[src/rtl/debounce_fsm.sv]
// -----------------------------------------------------------------------------
// debounce_fsm
// Debounce controller for a raw mechanical switch. The input is synchronised
// into the clk domain, then a new level must persist for STABLE_TICKS
// consecutive ticks of an external timer before it is committed.
//
// Parameters:
//   STABLE_TICKS  ticks a new level must hold before it is accepted (1..255)
//   SYNC_STAGES   flops in the input synchroniser chain (2..4)
//
// Ports:
//   clk       in   system clock, rising edge
//   reset_n   in   asynchronous active-low reset
//   sw_in     in   raw switch level, asynchronous, may bounce
//   tick      in   timer done strobe, only honoured while tick_en=1
//   tick_en   out  timer enable, high while a candidate level is qualifying
//   db_level  out  debounced level
//   db_rise   out  one-cycle strobe on an accepted 0->1 transition
//   db_fall   out  one-cycle strobe on an accepted 1->0 transition
//   busy      out  high while a candidate level is qualifying
// -----------------------------------------------------------------------------
module debounce_fsm #(
   parameter int STABLE_TICKS = 4,
   parameter int SYNC_STAGES  = 2
) (
   input  logic clk,
   input  logic reset_n,
   input  logic sw_in,
   input  logic tick,
   output logic tick_en,
   output logic db_level,
   output logic db_rise,
   output logic db_fall,
   output logic busy
);

   localparam int CW = (STABLE_TICKS > 1) ? $clog2(STABLE_TICKS) : 1;
   localparam logic [CW-1:0] CNT_LAST = CW'(STABLE_TICKS - 1);
   localparam logic [CW-1:0] CNT_INC  = CW'(1);

   typedef enum logic [1:0] {
      ST_ZERO  = 2'd0,
      ST_WAIT1 = 2'd1,
      ST_ONE   = 2'd2,
      ST_WAIT0 = 2'd3
   } state_t;

   state_t                 r_state;
   state_t                 w_state_nxt;
   logic [SYNC_STAGES-1:0] r_sync;
   logic [CW-1:0]          r_cnt;
   logic [CW-1:0]          w_cnt_nxt;
   logic                   w_s;
   logic                   w_cnt_last;
   logic                   r_level;
   logic                   r_rise;
   logic                   r_fall;
   logic                   r_busy;
   logic                   w_level_nxt;
   logic                   w_rise_nxt;
   logic                   w_fall_nxt;
   logic                   w_busy_nxt;

   // Input synchroniser shift chain; only the last stage feeds the FSM.
   always_ff @(posedge clk or negedge reset_n) begin
      if (!reset_n) begin
         r_sync <= '0;
      end else begin
         r_sync <= {r_sync[SYNC_STAGES-2:0], sw_in};
      end
   end

   assign w_s        = r_sync[SYNC_STAGES-1];
   assign w_cnt_last = (r_cnt == CNT_LAST);

   // State and tick-counter registers.
   always_ff @(posedge clk or negedge reset_n) begin
      if (!reset_n) begin
         r_state <= ST_ZERO;
         r_cnt   <= '0;
      end else begin
         r_state <= w_state_nxt;
         r_cnt   <= w_cnt_nxt;
      end
   end

   // Next-state logic. In WAIT states a reverted input is checked before the
   // tick, so an abort always wins over a completing tick in the same cycle.
   always_comb begin
      w_state_nxt = r_state;
      w_cnt_nxt   = r_cnt;
      case (r_state)
         ST_ZERO: begin
            if (w_s) begin
               w_state_nxt = ST_WAIT1;
               w_cnt_nxt   = '0;
            end else begin
               w_state_nxt = ST_ZERO;
            end
         end
         ST_WAIT1: begin
            if (!w_s) begin
               w_state_nxt = ST_ZERO;
            end else if (tick && w_cnt_last) begin
               w_state_nxt = ST_ONE;
            end else if (tick) begin
               w_cnt_nxt = r_cnt + CNT_INC;
            end else begin
               w_state_nxt = ST_WAIT1;
            end
         end
         ST_ONE: begin
            if (!w_s) begin
               w_state_nxt = ST_WAIT0;
               w_cnt_nxt   = '0;
            end else begin
               w_state_nxt = ST_ONE;
            end
         end
         ST_WAIT0: begin
            if (w_s) begin
               w_state_nxt = ST_ONE;
            end else if (tick && w_cnt_last) begin
               w_state_nxt = ST_ZERO;
            end else if (tick) begin
               w_cnt_nxt = r_cnt + CNT_INC;
            end else begin
               w_state_nxt = ST_WAIT0;
            end
         end
         default: begin
            w_state_nxt = ST_ZERO;
            w_cnt_nxt   = '0;
         end
      endcase
   end

   // Output decode from the next state so the registered outputs line up
   // with the state they describe; strobes only on a completed qualification.
   always_comb begin
      w_level_nxt = 1'b0;
      w_busy_nxt  = 1'b0;
      w_rise_nxt  = 1'b0;
      w_fall_nxt  = 1'b0;
      case (w_state_nxt)
         ST_ZERO: begin
            w_fall_nxt = (r_state == ST_WAIT0);
         end
         ST_WAIT1: begin
            w_busy_nxt = 1'b1;
         end
         ST_ONE: begin
            w_level_nxt = 1'b1;
            w_rise_nxt  = (r_state == ST_WAIT1);
         end
         ST_WAIT0: begin
            w_level_nxt = 1'b1;
            w_busy_nxt  = 1'b1;
         end
         default: begin
            w_level_nxt = 1'b0;
            w_busy_nxt  = 1'b0;
         end
      endcase
   end

   // Output registers.
   always_ff @(posedge clk or negedge reset_n) begin
      if (!reset_n) begin
         r_level <= 1'b0;
         r_rise  <= 1'b0;
         r_fall  <= 1'b0;
         r_busy  <= 1'b0;
      end else begin
         r_level <= w_level_nxt;
         r_rise  <= w_rise_nxt;
         r_fall  <= w_fall_nxt;
         r_busy  <= w_busy_nxt;
      end
   end

   assign db_level = r_level;
   assign db_rise  = r_rise;
   assign db_fall  = r_fall;
   assign busy     = r_busy;
   assign tick_en  = r_busy;

endmodule

[config.mk]
export PLATFORM = sky130hd
export DESIGN_NAME = debounce_fsm
export DESIGN_NICKNAME = d
export VERILOG_FILES = /design/src/rtl/debounce_fsm.sv
export SDC_FILE = /design/constraint.sdc
export NUM_CORES = 1
export LEC_CHECK = 0
export CORE_AREA = 2 2 39 41
export CTS_BUF_LIST = sky130_fd_sc_hd__clkbuf_8
export CTS_CLUSTER_DIAMETER = 30
export CTS_CLUSTER_SIZE = 24
export DETAILED_ROUTE_END_ITERATION = 10
export DIE_AREA = 0 0 41 43
export MAX_ROUTING_LAYER = met4
export SLEW_MARGIN = 30
export SYNTH_ARGS = -nofsm -noshare
export SYNTH_HDL_FRONTEND = slang
export SYNTH_SLANG_ARGS = --single-unit
export TNS_END_PERCENT = 30
[constraint.sdc]
create_clock -name clk -period 2.8 [get_ports clk]
set_clock_uncertainty 0.1 [all_clocks]
set_input_delay 0.42 -clock clk [delete_from_list [all_inputs] [get_ports clk]]
set_output_delay 0.42 -clock clk [all_outputs]
set_load 0.02 [all_outputs]
==> results of run 1 <==
[final cells by class]
type / count / share of cell area
Timing Repair Buffer: 8 / 0.161
Tap cell: 16 / 0.0402
Clock buffer: 3 / 0.0829
Clock inverter: 1 / 0.00754
Sequential cell: 9 / 0.452
Multi-Input combinational cell: 17 / 0.256
[synth_stat cells]
cell type | number | area, um2
a211o_2 | 1 | 10.0
nor3b_1 | 2 | 15.0
ha_1 | 1 | 12.5
nor3_1 | 1 | 5.00
and2b_2 | 1 | 8.76
nand3_1 | 3 | 15.0
xnor2_1 | 1 | 8.76
and3_1 | 1 | 6.26
mux2_2 | 2 | 22.5
nand2_1 | 2 | 7.51
buf_4 | 1 | 7.51
dfrtp_1 | 9 | 225
or4b_1 | 1 | 10.0
nand2b_1 | 1 | 6.26
[sequential cells by signal, indices dropped and copies added (netlist names)]
name and flops:
db_fall 1, db_level 1, db_rise 1, r_cnt 2, r_state 2, r_sync 2
[cell families after synthesis]
group / Yosys count / share of synthesized area
compound gates: 1 / 0.0278
xor+xnor: 1 / 0.0243
fa+ha+maj: 1 / 0.0347
buf+inv: 1 / 0.0208
flops: 9 / 0.625
mux: 2 / 0.0625
simple gates: 12 / 0.205
[through the flow]
stage               power (W)  cell area (um2)  hold WS (ns)
floorplan            0.000273              360        0.0244
global placement     0.000316              453         0.240
detailed placement   0.000325              453         0.239
CTS                  0.000469              498         0.257
global route         0.000497              498         0.264
finish               0.000461              498         0.255
[power by group through the flow]
stage | clock network (W) | registers [W] | logic, W
6_report | 0.000138 | 0.000190 | 0.000133
4_1_cts | 0.000145 | 0.000190 | 0.000135
2_1_floorplan | 0 | 0.000200 | 0.0000732
5_1_grt | 0.000153 | 0.000195 | 0.000149
3_5_place_dp | 0 | 0.000191 | 0.000134
3_3_place_gp | 0 | 0.000186 | 0.000130
[layer usage]
metal  GRT usage  wire, um
met5           -         0
met3      0.0157        57
met4      0.0600         0
met2       0.156       328
met1       0.118       290
[path summary, 6_finish.rpt]
check                                startpoint                   end  slack (ns)  cells past startpoint
hold / removal              r_sync[0]$_DFF_PN0_   r_sync[1]$_DFF_PN0_        0.26                      0
min in group asynchronous               reset_n  r_cnt[0]$_DFFE_PN0P_        0.39                      1
setup / recovery           r_state[0]$_DFF_PN0_               tick_en        0.99                      1
hold reg to reg             r_sync[0]$_DFF_PN0_   r_sync[1]$_DFF_PN0_        0.26                      0
max in group asynchronous               reset_n     db_fall$_DFF_PN0_        1.93                      1
setup reg to reg           r_cnt[0]$_DFFE_PN0P_  r_cnt[0]$_DFFE_PN0P_        1.28                      4
[cells in the final DEF, fill, tap and decap left out, drive strengths merged]
cell and instances:
or4b 1, ha 1, nor3b 2, inv 1
and3 1, xnor2 1, nand3 3, nor3 1
nand2 2, nand2b 1, clkbuf 3, dfrtp 9
a211o 1, clkdlybuf4s50 8, and2b 1, mux2 2
==> flow_summary_export.csv, run 1 <==
group,metric,value,unit
outcome,status,"completed",
yosys,seq_area_frac_synth,0.625,
die,num_io_pins,9,
clock_network,cts_buffer_depth,2,
timing,period_needed,1.81,ns
timing,fmax,0.551,GHz
critical_path,timing_worst_setup_path_type,"register to output port",
yosys,ys_seq_elements,9,
die,die_area,0.00176,mm2
clock_network,ctsResizeCount,0,
power,p_switching,0.000133,W
cells_and_area,drive_gt1_frac,0.184,
grt,grt_pass1_wl,1160,um
clock_network,cts-buffers-inserted,3,
critical_path,critPathCaptureType,"output port",
yosys,syn_avg_cell_area,13.3,um2
timing,finalHoldViolCount,0,
critical_path,critPathLaunchType,"register",
critical_path,cp_data_required_time,2.28,ns
power,power_frac_clock,0.300,
timing,slew_headroom,0.737,
yosys,syn-cell-area,360,um2
die,core_area,0.00138,mm2
grt,grt_start_max_net_pins,10,
clock_network,worstSkewPairLatency,0.22,ns
die,rows,14,
drt,drt_pass1_iterations,3,
power,combinationalPowerShare,0.288,
critical_path,cp.arrival,1.29,ns
grt,gr-total-overflow,0,
die,die_h,43,um
placement,hpwl,492,um
power,p_leak,0.230,nW
drt,routedWlPerCell,12.5,um
timing,rsz0062_at_grt,"false",
grt,grt_antenna_before_repair,0,
placement,gp_congestion,0.577,
cells_and_area,seqCellArea,225,um2
power,sw_frac_of_total,0.289,
critical_path,worstPathCellList,"clkdlybuf4s50_1",
cells_and_area,multiInputGateArea,128,um2
grt,grt_pass1_vias,306,
critical_path,cp_max_fo,7,
drt,avgViaCountPerCell,4.50,
die,initial_core_util,0.260,
drt,drtIter0Drc,2,
clock_network,path_clk_slew,0.04,ns
drt,num_vias,243,
placement,pre_cts_ws,1.06,ns
clock_network,htreeDepth,1,
timing,worstMarginPinSlew,0.394,ns
placement,placedCellCount,50,
die,die_w,41,um
critical_path,cpLargestDelayFamily,"buffers and inverters",
cells_and_area,fin_nets,44,
critical_path,cp_slowest_cell,"clkdlybuf4s50_1",
yosys,yosysWarnings,0,
yosys,syn-num-nets,32,
hold_path,hold_path_class,"register to register",
yosys,synthCells,27,
cells_and_area,fillers,140,
cells_and_area,stdcell_count,54,
drt,antenna_left,0,
timing,setup_viol,0,
job,max-cap-violations,0,
drt,finalWirelength,676,um
cells_and_area,syn_to_final_growth,38.2,%
power,p_per_area,925,mW/mm2
grt,grt.total_usage,0.101,
clock_network,cts_sinks,9,
power,power.internal,0.000328,W
clock_network,post_cts_buffers,0,
clock_network,clock_tree.root_cell,"clkbuf_8",
placement,numPortBuffers,8,
clock_network,postCtsHoldBufs,0,
drt,drc,0,
yosys,synth.distinct_cells,14,
power,peakVddDrop,0.366,mV
timing,fin_crit_sh,0.648,
cells_and_area,antenna_cells,0,
clock_network,cts_tree,"built",
cells_and_area,final_util,0.360,
critical_path,max_stage_delay,0.64,ns
timing,finalSetupTns,0,ns
power,power_frac_seq,0.412,
critical_path,path_buf_inv,1,
timing,setup_slack,0.985,ns
timing,drv_slew,0,
No activity file was read; power rests on OpenSTA's default activity.
==> run 2: changes to the inputs <==
Clock period 2.8 ns to 1.85 ns, I/O delays scaled along.
==> run 2 against run 1 <==
Effect of this change: clock power increased by 57%; highest routed layer unchanged; final cell count unchanged; setup slack got worse by 0.80 ns; non-clock buffer count unchanged; hold slack got worse by 0.0066 ns.
==> flow_summary_export.csv, run 2 (synthesis gave the netlist of run 1 again) <==
group,metric,value,unit
outcome,status,"completed",
drt,routedWlPerCell,13.2,um
die,num_io_pins,9,
clock_network,cts_tree,"built",
timing,worstMarginPinSlew,0.409,ns
timing,finalSetupTns,0,ns
timing,slew_headroom,0.726,
critical_path,critPathCaptureType,"output port",
placement,placedCellCount,50,
timing,fin_crit_sh,0.901,
clock_network,postCtsHoldBufs,0,
critical_path,cp_slowest_cell,"clkdlybuf4s50_1",
grt,grt_pass1_vias,313,
critical_path,cpLargestDelayFamily,"buffers and inverters",
hold_path,hold_path_class,"primary input to async pin",
die,rows,14,
drt,drt_pass1_iterations,2,
timing,rsz0062_at_grt,"false",
grt,grtUsageMet1,0.121,
critical_path,max_stage_delay,0.63,ns
critical_path,critPathLaunchType,"register",
placement,hpwl,522,um
power,p_per_area,1420,mW/mm2
power,peakVddDrop,0.489,mV
grt,grt_start_max_net_pins,10,
grt,gr-total-overflow,0,
cells_and_area,multiInputGateArea,128,um2
timing,finalHoldViolCount,0,
die,initial_core_util,0.260,
drt,antenna_left,0,
grt,grt_pass1_wl,1280,um
cells_and_area,stdcell_count,54,
clock_network,cts_buffer_depth,2,
timing,drv_slew,0,
power,p_leak,0.230,nW
placement,numPortBuffers,8,
grt,busiest_layer,"met2",
timing,fmax,0.600,GHz
power,power_frac_clock,0.305,
clock_network,worstSkewPairLatency,0.23,ns
drt,drc,0,
grt,grt_use_met3,0.0471,
critical_path,reg2regPathDepth,4,
cells_and_area,final_cell_mix,"dfrtp_1, clkdlybuf4s50_1, nand3_1, clkbuf_8",
clock_network,ctsResizeCount,0,
power,power.internal,0.000497,W
critical_path,worstPathCellList,"clkdlybuf4s50_1",
die,die_h,43,um
job,max-cap-violations,0,
grt,use_met2,0.181,
cells_and_area,seqCellArea,225,um2
timing,period_needed,1.67,ns
critical_path,regToRegSetupSlack,0.31,ns
critical_path,timing_worst_setup_path_type,"register to output port",
clock_network,post_cts_buffers,0,
drt,num_vias,252,
drt,finalWirelength,713,um
die,die_w,41,um
timing,setup_viol,0,
drt,avgViaCountPerCell,4.67,
cells_and_area,antenna_cells,0,
grt,grt.total_usage,0.117,
drt,drtIter0Drc,1,
critical_path,cp_data_required_time,1.47,ns
die,die_area,0.00176,mm2
power,combinationalPowerShare,0.289,
grt,grt_antenna_before_repair,0,
power,power_frac_seq,0.406,
power,sw_frac_of_total,0.299,
cells_and_area,drive_gt1_frac,0.184,
critical_path,timing.rr.start,"r_cnt[0]$_DFFE_PN0P_",
critical_path,cp_max_fo,7,
die,core_area,0.00138,mm2
cells_and_area,syn_to_final_growth,38.2,%
cells_and_area,top_regs,"r_cnt: 2 flops, r_state: 2 flops, r_sync: 2 flops",
placement,gp_congestion,0.582,
clock_network,cts_sinks,9,
clock_network,cts-buffers-inserted,3,
clock_network,clock_tree.root_cell,"clkbuf_8",
critical_path,path_buf_inv,1,
cells_and_area,fillers,144,
clock_network,path_clk_slew,0.04,ns
cells_and_area,final_common_cell,"dfrtp_1",
power,p_switching,0.000212,W
critical_path,r2r_end,"r_cnt[0]$_DFFE_PN0P_",
critical_path,cp.arrival,1.29,ns
clock_network,htreeDepth,1,
cells_and_area,fin_nets,44,
run 2: cell counts in the layout (fill, tap and decap cells not counted):
No cell type changed its count.
run 2: area by class of cell:
| type | count | share of cell area |
|---|---|---|
| Timing Repair Buffer | 8 | 0.161 |
| Tap cell | 16 | 0.0402 |
| Multi-Input combinational cell | 17 | 0.256 |
| Clock buffer | 3 | 0.0829 |
| Sequential cell | 9 | 0.452 |
| Clock inverter | 1 | 0.00754 |
run 2: worst max-delay path by stage:
stage	from	to	slack (ns)	cells past startpoint
global placement	tick	r_cnt[0]$_DFFE_PN0P_	0.30	4
floorplan	r_cnt[0]$_DFFE_PN0P_	r_cnt[0]$_DFFE_PN0P_	0.41	4
finish	r_state[0]$_DFF_PN0_	tick_en	0.18	1
CTS	r_state[0]$_DFF_PN0_	tick_en	0.17	1
global route	r_state[0]$_DFF_PN0_	busy	0.12	1
detailed placement	tick	r_cnt[0]$_DFFE_PN0P_	0.25	4
run 2: metrics by stage:
step / power [W] / instance area [um2] / worst slack [ns] / util / hold slack (ns)
after floorplan: 0.000414 / 360 / 0.413 / - / -0.118
final: 0.000709 / 498 / 0.184 / 0.360 / 0.249
after CTS: 0.000721 / 498 / 0.175 / 0.360 / 0.256
after detailed placement: 0.000497 / 453 / 0.252 / 0.327 / 0.236
after global placement: 0.000476 / 453 / 0.303 / 0.327 / 0.238
after global routing: 0.000761 / 498 / 0.115 / 0.360 / 0.277
run 2: per-layer routing:
| layer | wire [um] | share of wire |
|---|---|---|
| met3 | 49 | 0.069 |
| met4 | 0 | 0 |
| met1 | 277 | 0.39 |
| met5 | 0 | 0 |
| met2 | 386 | 0.54 |
run 2: power by group through the flow:
stage               clock [W]  combinational, W  sequential, W
floorplan                   0          0.000111       0.000303
global placement            0          0.000195       0.000281
global route         0.000239          0.000225       0.000297
CTS                  0.000226          0.000208       0.000287
detailed placement          0          0.000207       0.000290
finish               0.000216          0.000205       0.000288
==> run 3: changes to the inputs <==
Settings changed: ABC_CLOCK_PERIOD_IN_PS set to 1850, CTS_CLUSTER_SIZE 24 to 14.
==> results of run 3 <==
Same layout as run 2: the final DEF is identical, and so are final timing and power.
